--- src/rtl/karatsuba_seq_mul.sv ---
// karatsuba_seq_mul: multi-cycle unsigned multiplier sharing one Karatsuba core across three sub-products

// karatsuba_mul: combinational unsigned multiplier, one Karatsuba level for widths >= 4
module karatsuba_mul #(
  parameter int M = 9
) (
  input  logic [M-1:0]   x,
  input  logic [M-1:0]   y,
  output logic [2*M-1:0] p
);
  if (M < 4) begin : g_direct
    assign p = (2*M)'(x) * (2*M)'(y);
  end else begin : g_kara
    localparam int K = (M + 1) / 2;
    localparam int J = M / 2;
    logic [2*K-1:0] w_z0;
    logic [2*J-1:0] w_z2;
    logic [K:0]     w_sx;
    logic [K:0]     w_sy;
    logic [2*K+1:0] w_z3;
    logic [2*K+1:0] w_zm;
    assign w_z0 = (2*K)'(x[K-1:0]) * (2*K)'(y[K-1:0]);
    assign w_z2 = (2*J)'(x[M-1:K]) * (2*J)'(y[M-1:K]);
    assign w_sx = (K+1)'(x[K-1:0]) + (K+1)'(x[M-1:K]);
    assign w_sy = (K+1)'(y[K-1:0]) + (K+1)'(y[M-1:K]);
    assign w_z3 = (2*K+2)'(w_sx) * (2*K+2)'(w_sy);
    assign w_zm = w_z3 - (2*K+2)'(w_z0) - (2*K+2)'(w_z2);
    assign p = (2*M)'(w_z0) + ((2*M)'(w_zm) << K) + ((2*M)'(w_z2) << (2*K));
  end
endmodule

module karatsuba_seq_mul #(
  parameter int N_BITS = 16
) (
  input  logic                  clk,
  input  logic                  rst_n,
  input  logic                  in_valid,
  output logic                  in_ready,
  input  logic [N_BITS-1:0]     a,
  input  logic [N_BITS-1:0]     b,
  output logic                  out_valid,
  input  logic                  out_ready,
  output logic [2*N_BITS-1:0]   c,
  output logic                  busy
);
  localparam int H  = (N_BITS + 1) / 2;
  localparam int L  = N_BITS / 2;
  localparam int M  = H + 1;
  localparam int CW = 2 * N_BITS;

  typedef enum logic [2:0] {IDLE, MUL_LO, MUL_HI, MUL_MID, COMBINE, DONE} state_t;

  state_t          r_state;
  logic [N_BITS-1:0] r_a;
  logic [N_BITS-1:0] r_b;
  logic [2*H-1:0]  r_p0;
  logic [2*L-1:0]  r_p2;
  logic [2*M-1:0]  r_p3;
  logic [M-1:0]    w_a0;
  logic [M-1:0]    w_a1;
  logic [M-1:0]    w_b0;
  logic [M-1:0]    w_b1;
  logic [M-1:0]    w_sa;
  logic [M-1:0]    w_sb;
  logic [M-1:0]    w_x;
  logic [M-1:0]    w_y;
  logic [2*M-1:0]  w_p;
  logic [2*M-1:0]  w_mid;
  logic [CW-1:0]   w_c;

  assign in_ready = (r_state == IDLE);
  assign busy     = (r_state != IDLE);

  assign w_a0 = M'(r_a[H-1:0]);
  assign w_a1 = M'(r_a[N_BITS-1:H]);
  assign w_b0 = M'(r_b[H-1:0]);
  assign w_b1 = M'(r_b[N_BITS-1:H]);
  assign w_sa = w_a0 + w_a1;
  assign w_sb = w_b0 + w_b1;

  // operand mux steering the shared multiplier by sequencing state
  always_comb begin
    w_x = (r_state == MUL_LO) ? w_a0 : (r_state == MUL_HI) ? w_a1 : w_sa;
    w_y = (r_state == MUL_LO) ? w_b0 : (r_state == MUL_HI) ? w_b1 : w_sb;
  end

  karatsuba_mul #(.M(M)) u_mul (
    .x (w_x),
    .y (w_y),
    .p (w_p)
  );

  // middle term is p3-p0-p2 = a0*b1+a1*b0, always non-negative
  assign w_mid = r_p3 - (2*M)'(r_p0) - (2*M)'(r_p2);
  assign w_c   = CW'(r_p0) + (CW'(w_mid) << H) + (CW'(r_p2) << (2*H));

  // sequencer: capture, three shared products, recombine, hold until consumed
  always_ff @(posedge clk or negedge rst_n) begin
    if (!rst_n) begin
      r_state   <= IDLE;
      r_a       <= '0;
      r_b       <= '0;
      r_p0      <= '0;
      r_p2      <= '0;
      r_p3      <= '0;
      c         <= '0;
      out_valid <= 1'b0;
    end else begin
      case (r_state)
        IDLE: if (in_valid) begin
          r_a     <= a;
          r_b     <= b;
          r_state <= MUL_LO;
        end
        MUL_LO: begin
          r_p0    <= w_p[2*H-1:0];
          r_state <= MUL_HI;
        end
        MUL_HI: begin
          r_p2    <= w_p[2*L-1:0];
          r_state <= MUL_MID;
        end
        MUL_MID: begin
          r_p3    <= w_p;
          r_state <= COMBINE;
        end
        COMBINE: begin
          c         <= w_c;
          out_valid <= 1'b1;
          r_state   <= DONE;
        end
        DONE: if (out_ready) begin
          out_valid <= 1'b0;
          r_state   <= IDLE;
        end
        default: r_state <= IDLE;
      endcase
    end
  end
endmodule

--- config.mk ---
export PLATFORM = sky130hd
export DESIGN_NAME = karatsuba_seq_mul
export DESIGN_NICKNAME = d
export VERILOG_FILES = /design/src/rtl/karatsuba_seq_mul.sv
export SDC_FILE = /design/constraint.sdc
export NUM_CORES = 1
export LEC_CHECK = 0
export CAP_MARGIN = 20
export CORE_ASPECT_RATIO = 1.4
export CORE_UTILIZATION = 45
export CTS_CLUSTER_DIAMETER = 100
export DETAILED_ROUTE_END_ITERATION = 8
export HOLD_SLACK_MARGIN = 0.1
export PLACE_DENSITY = 0.64
export SETUP_SLACK_MARGIN = 0.15
export SLEW_MARGIN = 20
export SYNTH_ARGS = -nofsm -noshare
export SYNTH_HDL_FRONTEND = slang
export SYNTH_SLANG_ARGS = --single-unit
--- constraint.sdc ---
create_clock -name clk -period 14.5 [get_ports clk]
set_input_delay 2.9 -clock clk [delete_from_list [all_inputs] [get_ports clk]]
set_output_delay 2.9 -clock clk [all_outputs]
set_load 0.02 [all_outputs]
### Yosys cells after proc, flatten, opt, wreduce, memory -nomap -nowiden

Index checks and enable logic that the tools add are counted.

| storage, ports and cells | value |
|---|---|
| output and inout port bits | 35 |
| flip-flop bits (word level) | 118 |
| logic and storage cells | 45 |

| operators by class | value |
|---|---|
| reduce and logical (&&, ||, !) cells | 6 |
| mux-type cells | 9 |
| multiply operators | 3 |
| equal/unequal tests | 7 |
| add/sub/neg operators | 12 |

Operators with widths:

| cell | number |
|---|---|
| $mux W9 | 4 |
| $sub A18 B16 Y18 | 2 |
| $add A27 B32 Y32 | 1 |
| $add A16 B26 Y27 | 1 |
| $add A10 B17 Y18 | 1 |
| $add A18 B18 Y18 | 1 |
| $add A8 B8 Y9 | 2 |
| $pmux W3 S6 | 1 |
| $add A5 B4 Y6 | 2 |
| $mul A6 B6 Y12 | 1 |
| $sub A12 B10 Y12 | 1 |
| $sub A12 B8 Y12 | 1 |
| $mul A5 B5 Y10 | 1 |
| $mul A4 B4 Y8 | 1 |
| $eq A3 B2 Y1 const B | 2 |
| $eq A3 B3 Y1 const B | 2 |
| $mux W3 | 2 |
| $reduce_and A2 Y1 | 3 |
| $ne A2 B2 Y1 const B | 2 |
| $eq A3 B1 Y1 const B | 1 |
| $logic_not A3 Y1 | 1 |
| $reduce_bool A3 Y1 | 1 |
| $pmux W1 S2 | 1 |
| $reduce_bool A2 Y1 | 1 |
| $mux W1 | 1 |

### Depth between registers and ports, before layout

Gate-level depths: netlist of the first run.

| depth | value |
|---|---|
| depth after elaboration | 9 |
| depth in mapped cells | 42 |
| depth with buffers taken out | 42 |

### By module

Synthesis of the first run repeated with hierarchy kept, for this count alone.

| unflattened totals | value |
|---|---|
| cells, all modules | 1210 |
| area, all modules | 11210.8 µm² |

Modules (own cells, without submodules):

| module | area each (µm²) | cells each | seq. area each (µm²) | times used |
|---|---|---|---|---|
| karatsuba_seq_mul | 7537.2 | 778 | 2952.8 | 1 |
| karatsuba_mul | 3673.5 | 432 | 0.0 | 1 |

### Worst setup path before layout of the first run

Ideal clock, no wire load.

| timing | value |
|---|---|
| path kind | reg2reg |
| start | register r_b[0] |
| end | register r_p3[17] |
| cell stages (with the launch flop) | 38 |
| library setup time | 0.095 ns |
| slack | 5.360 ns |
| data arrival time | 9.045 ns |
| clock period less this slack | 9.140 ns |
| path buffers | 0 |
| cell sequence | dfrtp_1 ha_1 inv_1 fa_1 nor2b_1 o21ai_0 nand2_1 nor2_1 o311ai_0 o21ai_2 or2_2 fa_1 inv_1 fa_1 fa_1 ha_1 nor2b_4 o21a_1 [2 not listed] xor2_1 ha_1 inv_1 fa_1 fa_1 fa_1 inv_1 ha_1 a21oi_1 xnor2_1 ha_1 inv_1 o221ai_1 a22o_1 o31ai_2 a31oi_1 o21a_1 o31ai_1 |

| between the ends | value |
|---|---|
| longest elaborated chain between the ends | 9 |
| elaborated cells between the ends (all ways) | 11 |

Ends and longest elaborated chain:

| item | RTL line | RTL |
|---|---|---|
| start: declaration | 55 | `logic [N_BITS-1:0] r_b;` |
| start signal: assignment | 102 | `r_b <= '0;` |
| start signal: assignment | 112 | `r_b <= b;` |
| $add A8 B8 Y9 | 79 | `assign w_sb = w_b0 + w_b1;` |
| $mux W9 | 84 | `w_y = (r_state == MUL_LO) ? w_b0 : (r_state == MUL_HI) ? w_b1 : w_sb;` |
| $mux W9 (*) | 84 |  |
| $add A5 B4 Y6 | 25 | `assign w_sy = (K+1)'(y[K-1:0]) + (K+1)'(y[M-1:K]);` |
| $mul A6 B6 Y12 | 26 | `assign w_z3 = (2*K+2)'(w_sx) * (2*K+2)'(w_sy);` |
| $sub A12 B10 Y12 | 27 | `assign w_zm = w_z3 - (2*K+2)'(w_z0) - (2*K+2)'(w_z2);` |
| $sub A12 B8 Y12 | 27 |  |
| $add A10 B17 Y18 | 28 | `assign p = (2*M)'(w_z0) + ((2*M)'(w_zm) << K) + ((2*M)'(w_z2) << (2*K));` |
| $add A18 B18 Y18 (*) | 28 |  |
| end signal: assignment | 124 | `r_p3 <= w_p;` |
| end: declaration | 58 | `logic [2*M-1:0] r_p3;` |

Every way passes the cells marked *; elsewhere a longest branch is shown, timed or not.
A chain may end at the register's enable or synchronous reset.

### Worst setup path after layout of the first run

| timing | value |
|---|---|
| start | register r_a[0] |
| end | register r_p3[17] |

| between the ends | value |
|---|---|
| longest elaborated chain between the ends | 9 |
| elaborated cells between the ends (all ways) | 11 |

Ends and longest elaborated chain:

| item | RTL line | RTL |
|---|---|---|
| start: declaration | 54 | `logic [N_BITS-1:0] r_a;` |
| start signal: assignment | 101 | `r_a <= '0;` |
| start signal: assignment | 111 | `r_a <= a;` |
| $add A8 B8 Y9 | 78 | `assign w_sa = w_a0 + w_a1;` |
| $mux W9 | 83 | `w_x = (r_state == MUL_LO) ? w_a0 : (r_state == MUL_HI) ? w_a1 : w_sa;` |
| $mux W9 (*) | 83 |  |
| $add A5 B4 Y6 | 24 | `assign w_sx = (K+1)'(x[K-1:0]) + (K+1)'(x[M-1:K]);` |
| $mul A6 B6 Y12 | 26 |  |
| $sub A12 B10 Y12 | 27 |  |
| $sub A12 B8 Y12 | 27 |  |
| $add A10 B17 Y18 | 28 |  |
| $add A18 B18 Y18 (*) | 28 |  |

Marked as above.

==> results of run 1 <==
[critical path, delay by kind of cell, from the launching register on]
kind	cells	cell delay, ps
XOR/XNOR	3	560
flip-flops	1	390
buffers and inverters	6	320
adder cells (fa/ha/maj)	11	4470
AO/OA/AOI/OAI	15	2980
AND/OR/NAND/NOR	6	1090
[final cells by class]
class	instances	area, um^2	share of cell area
clock inverter	13	196.4	0.01549
clock buffer	19	432.9	0.03414
timing repair buffer	78	770.7	0.06078
multi-input combinational	924	7400	0.5835
sequential	118	2953	0.2329
inverter	144	540.5	0.04262
tap	310	387.9	0.03059
[cell usage after synthesis (3+ instances only)]
cell type	number
nor4_1	5
a21oi_1	59
nor3_1	18
a211o_1	3
o31ai_1	6
nand3b_1	4
xnor2_1	44
o21ai_1	4
o311ai_0	6
inv_1	144
clkbuf_1	23
nor2b_1	9
buf_2	5
o211ai_1	8
nand2b_1	8
mux2i_1	5
a22o_1	3
ha_1	133
and3_1	7
fa_1	64
xor2_1	32
nor2_1	73
o21ai_0	97
nor3b_1	3
mux2_2	34
dfrtp_1	118
nand3_1	14
or2_2	6
o21bai_1	9
nand2_1	155
o21a_1	11
or3_1	3
a21o_1	20
and2_1	30
a21boi_0	4
[registers in the layout, indices dropped and copies added, names as in the netlist]
signal     flops
c             32
r_p3          18
r_a           16
r_b           16
r_p0          16
r_p2          16
r_state        3
out_valid      1
[per-stage QoR]
step           instances  cell area (um^2)  hold slack, ps
2_1_floorplan       1217             11010           449.8
3_3_place_gp        1573             12030           457.7
3_5_place_dp        1573             12030           469.0
4_1_cts             1605             12660           482.1
5_1_grt             1606             12680           492.2
6_report            1606             12680           472.4
[kinds of logic (layout without fill, tap and decap cells)]
group,Yosys count,in the layout
AOI/OAI and AO/OA,270,270
xor gates and xnor gates,76,76
adders and majority gates,197,197
buffers and inverters,175,254
DFF,118,118
muxes,39,39
and+or+nand+nor,342,342
[metal layers]
layer,up-vias,part of all wire,global-route usage,wire [um]
met3,51,0.023,0.03415,582
met4,0,0.051,0.1188,1286
met2,130,0.54,0.4022,13420
met1,3999,0.39,0.2193,9743
li1,4259,-,-,-
met5,-,0,0,0
[worst max-delay path by stage]
stage               startpoint  endpoint  slack, ps
floorplan               r_b[0]  r_p3[17]       5360
global placement        r_b[0]  r_p3[17]       4910
detailed placement      r_a[0]  r_p3[17]       4670
CTS                     r_a[0]  r_p3[17]       4600
global route            r_a[0]  r_p3[17]       3830
finish                  r_a[0]  r_p3[17]       4570
==> results.py, run 1 <==
metrics = {
    "clocking": {
        "cts_buffers": 17,
        "hold_buffers": 0,
        "cts.sinks": 118,
        "tritoncts": "yes",
        "clkTransAtPathRegs_ps": 60,
        "insertion_delay_ps": 420,
        "max-clock-path-buffers": 2,
        "cts_max_level": 4,
        "post_cts_resized": 0,
        "cts-root-buf": "clkbuf_16",
        "postCtsSetupBuffers": 0,
    },
    "die": {
        "die_area_mm2": 0.02510,
        "fp-row-count": 67,
        "ios": 71,
        "coreArea_mm2": 0.02398,
        "die_y_um": 187.1,
        "dieWidth_um": 134.2,
        "initial_core_util": 0.4592,
    },
    "logic_synthesis": {
        "synth_area_leader_cell": "dfrtp_1",
        "synthAdderAreaFrac": 0.2675,
        "synthCells": 1217,
        "synth_compound_area_frac": 0.1623,
        "synth_mux_area_frac": 0.03932,
        "yosysWarnings": 0,
        "syn_nets": 1450,
        "synth-simple-area-share": 0.1418,
        "synth_seq_cells": 118,
        "yosysSeqAreaShare": 0.2682,
        "ys.flop_type": "dfrtp_1",
        "syn_area_per_cell_um2": 9.046,
        "synth_area_leaders": "dfrtp_1 27%, ha_1 15%, fa_1 12%",
        "synth_top_area_frac": 0.2682,
        "yosys.area_share.xor_xnor": 0.06046,
        "syn_area_mm2": 0.01101,
        "yosysUniqueCellTypes": 77,
        "synth-edff-count": 0,
        "synth_top_family_by_area": "adder cells",
        "async_flop_share": 1.000,
    },
    "cells_and_area": {
        "final_core_util": 0.5289,
        "drive_gt1_frac": 0.07793,
        "diodes": 0,
        "nFillCells": 2266,
        "layout_common_cells": "155 x nand2_1, 144 x inv_1, 133 x ha_1",
        "layout.nets": 1516,
        "area.growth.synth_to_final_pct": 15.18,
        "final_common_cell": "nand2_1",
    },
    "timing": {
        "period_share": 0.6850,
        "fmax_mhz": 100.7,
        "finalMaxSlewViolations": 0,
        "rsz0062_at_grt": "no",
        "tns_ps": 0,
        "finalHoldViolCount": 0,
        "period_minus_slack_ps": 9932,
        "clock_skew_ps": 8.085,
        "finalSetupViolCount": 0,
        "worst_pin_slew_ps": 976.2,
        "worst_slack_ps": 4568,
        "relSlewSlack": 0.3492,
    },
    "critical_path": {
        "cp-start-kind": "flip-flop",
        "path_max_fanout": 7,
        "r2r-end": "r_p3[17]",
        "timing.rr.start": "r_a[0]",
        "slowest_stage": "fa_1",
        "regToRegSetupSlack_ps": 4570,
        "endpoint_kind": "flip-flop",
        "reg2regPathDepth": 41,
        "max_stage_delay_ps": 530,
        "critPathArrivalTime_ps": 10260,
        "crit_required_ps": 14830,
        "critPathKind": "flip-flop to flip-flop",
    },
    "hold_path": {
        "hold_path_class": "flip-flop to flip-flop",
        "hp-start": "c[23]",
        "worstHoldPathCells": 2,
        "min_to": "c[23]",
    },
    "outcome": {
        "outcome": "finished, final reports clean",
    },
    "placement": {
        "portBuffers": 70,
        "place_hpwl_um": 20290,
        "finalWeightedCongestion": 0.8547,
        "place_ws_ps": 4672,
    },
    "global_routing": {
        "overflow": 0,
        "grt_pass1_vias": 8729,
        "gr-usage-all-layers": 0.2130,
        "grt_pass1_wl_um": 41940,
        "grt_max_degree": 79,
        "antenna_found_initial": 0,
    },
    "routing": {
        "vias": 8439,
        "drt_iter0_markers": 273,
        "first_pass_iters": 5,
        "drc": 0,
        "vias_per_cell": 5.255,
        "wl_um": 25030,
        "drtAntennaViolNets": 0,
        "wl_per_cell_um": 15.58,
    },
    "job": {
        "drv_cap": 0,
    },
}
Power of run 1 is not shown: default switching activity piles up to over one toggle a cycle in this logic, so the estimate is an artifact.
==> run 2: changes to the inputs <==
Clock period 14.5 ns to 9.2 ns, I/O delays scaled along.
==> run 2 against run 1 <==
Compared with the run above: register-to-register slack lost 4400 ps; critical endpoint unchanged; final area grew 5.2%; fmax grew 10%; critical path type unchanged; die area is the same; count of clock-buffer cells in the layout is the same.
==> results.py, run 2 (synthesized netlist as in run 1, its figures left out) <==
metrics = {
    "global_routing": {
        "grt_use_met3": 0.03523,
        "gr-usage-all-layers": 0.2190,
        "grt_pass1_vias": 8924,
        "grt_max_degree": 72,
        "antenna_found_initial": 0,
        "busiest_layer": "met2",
        "grtUsageMet1": 0.2371,
        "grt_pass1_wl_um": 43080,
        "overflow": 0,
        "use_met2": 0.4079,
    },
    "timing": {
        "rsz0062_at_grt": "yes",
        "fmax_mhz": 110.7,
        "worst_pin_slew_ps": 1017,
        "period_minus_slack_ps": 9033,
        "finalHoldViolCount": 0,
        "relSlewSlack": 0.3113,
        "worst_hold_slack_ps": 472.1,
        "clock_skew_ps": 12.18,
        "period_share": 0.9818,
        "finalMaxSlewViolations": 0,
        "finalSetupViolCount": 0,
    },
    "placement": {
        "place_hpwl_um": 20580,
        "portBuffers": 70,
        "finalWeightedCongestion": 0.8639,
    },
    "critical_path": {
        "cp-start-kind": "flip-flop",
        "slowest_stage": "fa_1",
        "timing.rr.start": "r_b[0]",
        "critPathKind": "flip-flop to flip-flop",
        "critPathArrivalTime_ps": 9360,
        "crit_path_frequent_cell": "fa_1",
        "max_stage_delay_ps": 600,
        "crit_required_ps": 9530,
        "reg2regPathDepth": 38,
        "regToRegSetupSlack_ps": 170,
        "path_max_fanout": 4,
        "endpoint_kind": "flip-flop",
        "r2r-end": "r_p3[17]",
    },
    "hold_path": {
        "min_to": "out_valid",
        "hold_path_class": "flip-flop to flip-flop",
        "worstHoldPathCells": 2,
        "hp-start": "out_valid",
    },
    "cells_and_area": {
        "layout.nets": 1569,
        "regMostFlops": "c",
        "final_core_util": 0.5564,
        "nFillCells": 2205,
        "diodes": 0,
        "largest_reg_flops": 32,
        "drive_gt1_frac": 0.1468,
        "final_common_cell": "nand2_1",
        "largestRegisters": "c: 32 flops, r_p3: 18 flops",
        "layout_common_cells": "154 x nand2_1, 139 x inv_1, 125 x ha_1",
        "area.growth.synth_to_final_pct": 21.16,
    },
    "clocking": {
        "cts-root-buf": "clkbuf_16",
        "cts.sinks": 118,
        "clkTransAtPathRegs_ps": 60,
        "insertion_delay_ps": 430,
        "cts_max_level": 4,
        "cts_buffers": 17,
        "max-clock-path-buffers": 2,
        "tritoncts": "yes",
    },
    "routing": {
        "first_pass_iters": 4,
        "drtAntennaViolNets": 0,
        "wl_um": 26000,
        "vias_per_cell": 5.266,
        "vias": 8737,
        "drc": 0,
        "drt_iter0_markers": 272,
        "wl_per_cell_um": 15.67,
    },
    "die": {
        "ios": 71,
        "die_area_mm2": 0.02510,
        "coreArea_mm2": 0.02398,
        "fp-row-count": 67,
        "dieWidth_um": 134.2,
        "die_y_um": 187.1,
        "initial_core_util": 0.4592,
    },
    "outcome": {
        "outcome": "finished, final reports clean",
    },
    "job": {
        "drv_cap": 0,
    },
}
==> run 2: cell types whose count changed in the layout (fill, tap and decap cells not counted), moves of 5 or more <==
cell,before,now
buf_4,8,61
o21ai_0,97,87
ha_1,133,125
o21ai_1,4,11
a21oi_1,59,54
ha_4,0,5
inv_1,144,139
inv_2,0,5
==> run 2: area by class of cell <==
cell class,count,area (um^2),area share
clock buffer,19,432.9,0.03245
clock inverter,13,195.2,0.01463
timing repair buffer,131,1160,0.08695
tap,310,387.9,0.02908
sequential,118,2953,0.2214
multi-input combinational,924,7670,0.5750
inverter,144,540.5,0.04052
==> run 2: how the worst max path moves through the flow <==
| stage | slack, ps | depth (start not counted) | start | endpoint |
|---|---|---|---|---|
| after floorplan | 170 | 38 | r_b[0] | r_p3[17] |
| after global placement | 110 | 38 | r_b[0] | r_p3[17] |
| after detailed placement | -110 | 38 | r_b[0] | r_p3[17] |
| after CTS | 150 | 41 | r_b[8] | r_p3[17] |
| after global routing | -290 | 41 | r_a[8] | r_p3[17] |
| final | 170 | 38 | r_b[0] | r_p3[17] |
==> run 2: routing by layer <==
| metal | up-vias | routed length (um) |
|---|---|---|
| met1 | 4183 | 10210 |
| li1 | 4356 | - |
| met3 | 59 | 611 |
| met4 | 0 | 1117 |
| met5 | - | 0 |
| met2 | 139 | 14060 |
==> run 2: timing repair <==
| action | CTS | global route |
|---|---|---|
| endpoints found under the setup margin | 8 | 13 |
| hold buffers | 0 | 0 |
| endpoints found under the hold margin | 0 | 0 |
| pin swaps | 18 | 53 |
| gates resized for setup | 15 | 48 |
| buffers inserted | 8 | 13 |
==> run 2: metrics by stage <==
stage	setup TNS [ps]	setup WS, ps	cells	area, um^2
global placement	0	112.8	1606	12320
finish	0	167.3	1659	13340
floorplan	0	171.5	1217	11050
CTS	0	153.2	1646	13040
global route	-1356	-287.0	1659	13340
detailed placement	-333.2	-107.5	1606	12320
==> run 2: worst max-delay path: cells and delay by family (launching register included) <==
kind	cells	cell delay, ps
adders and majority gates	12	4790
AOI/OAI and AO/OA	10	1860
and+or+nand+nor	10	1450
DFF	1	350
xor gates and xnor gates	2	300
buffers and inverters	4	170
Power of run 2 is left out for the same reason.
==> run 3: changes to the inputs <==
Settings changed: CTS_CLUSTER_DIAMETER 100 to 30.
==> results of run 3 <==
The final DEF is identical to that of run 2; final timing and power are the same.
Power of run 3 is left out for the same reason.
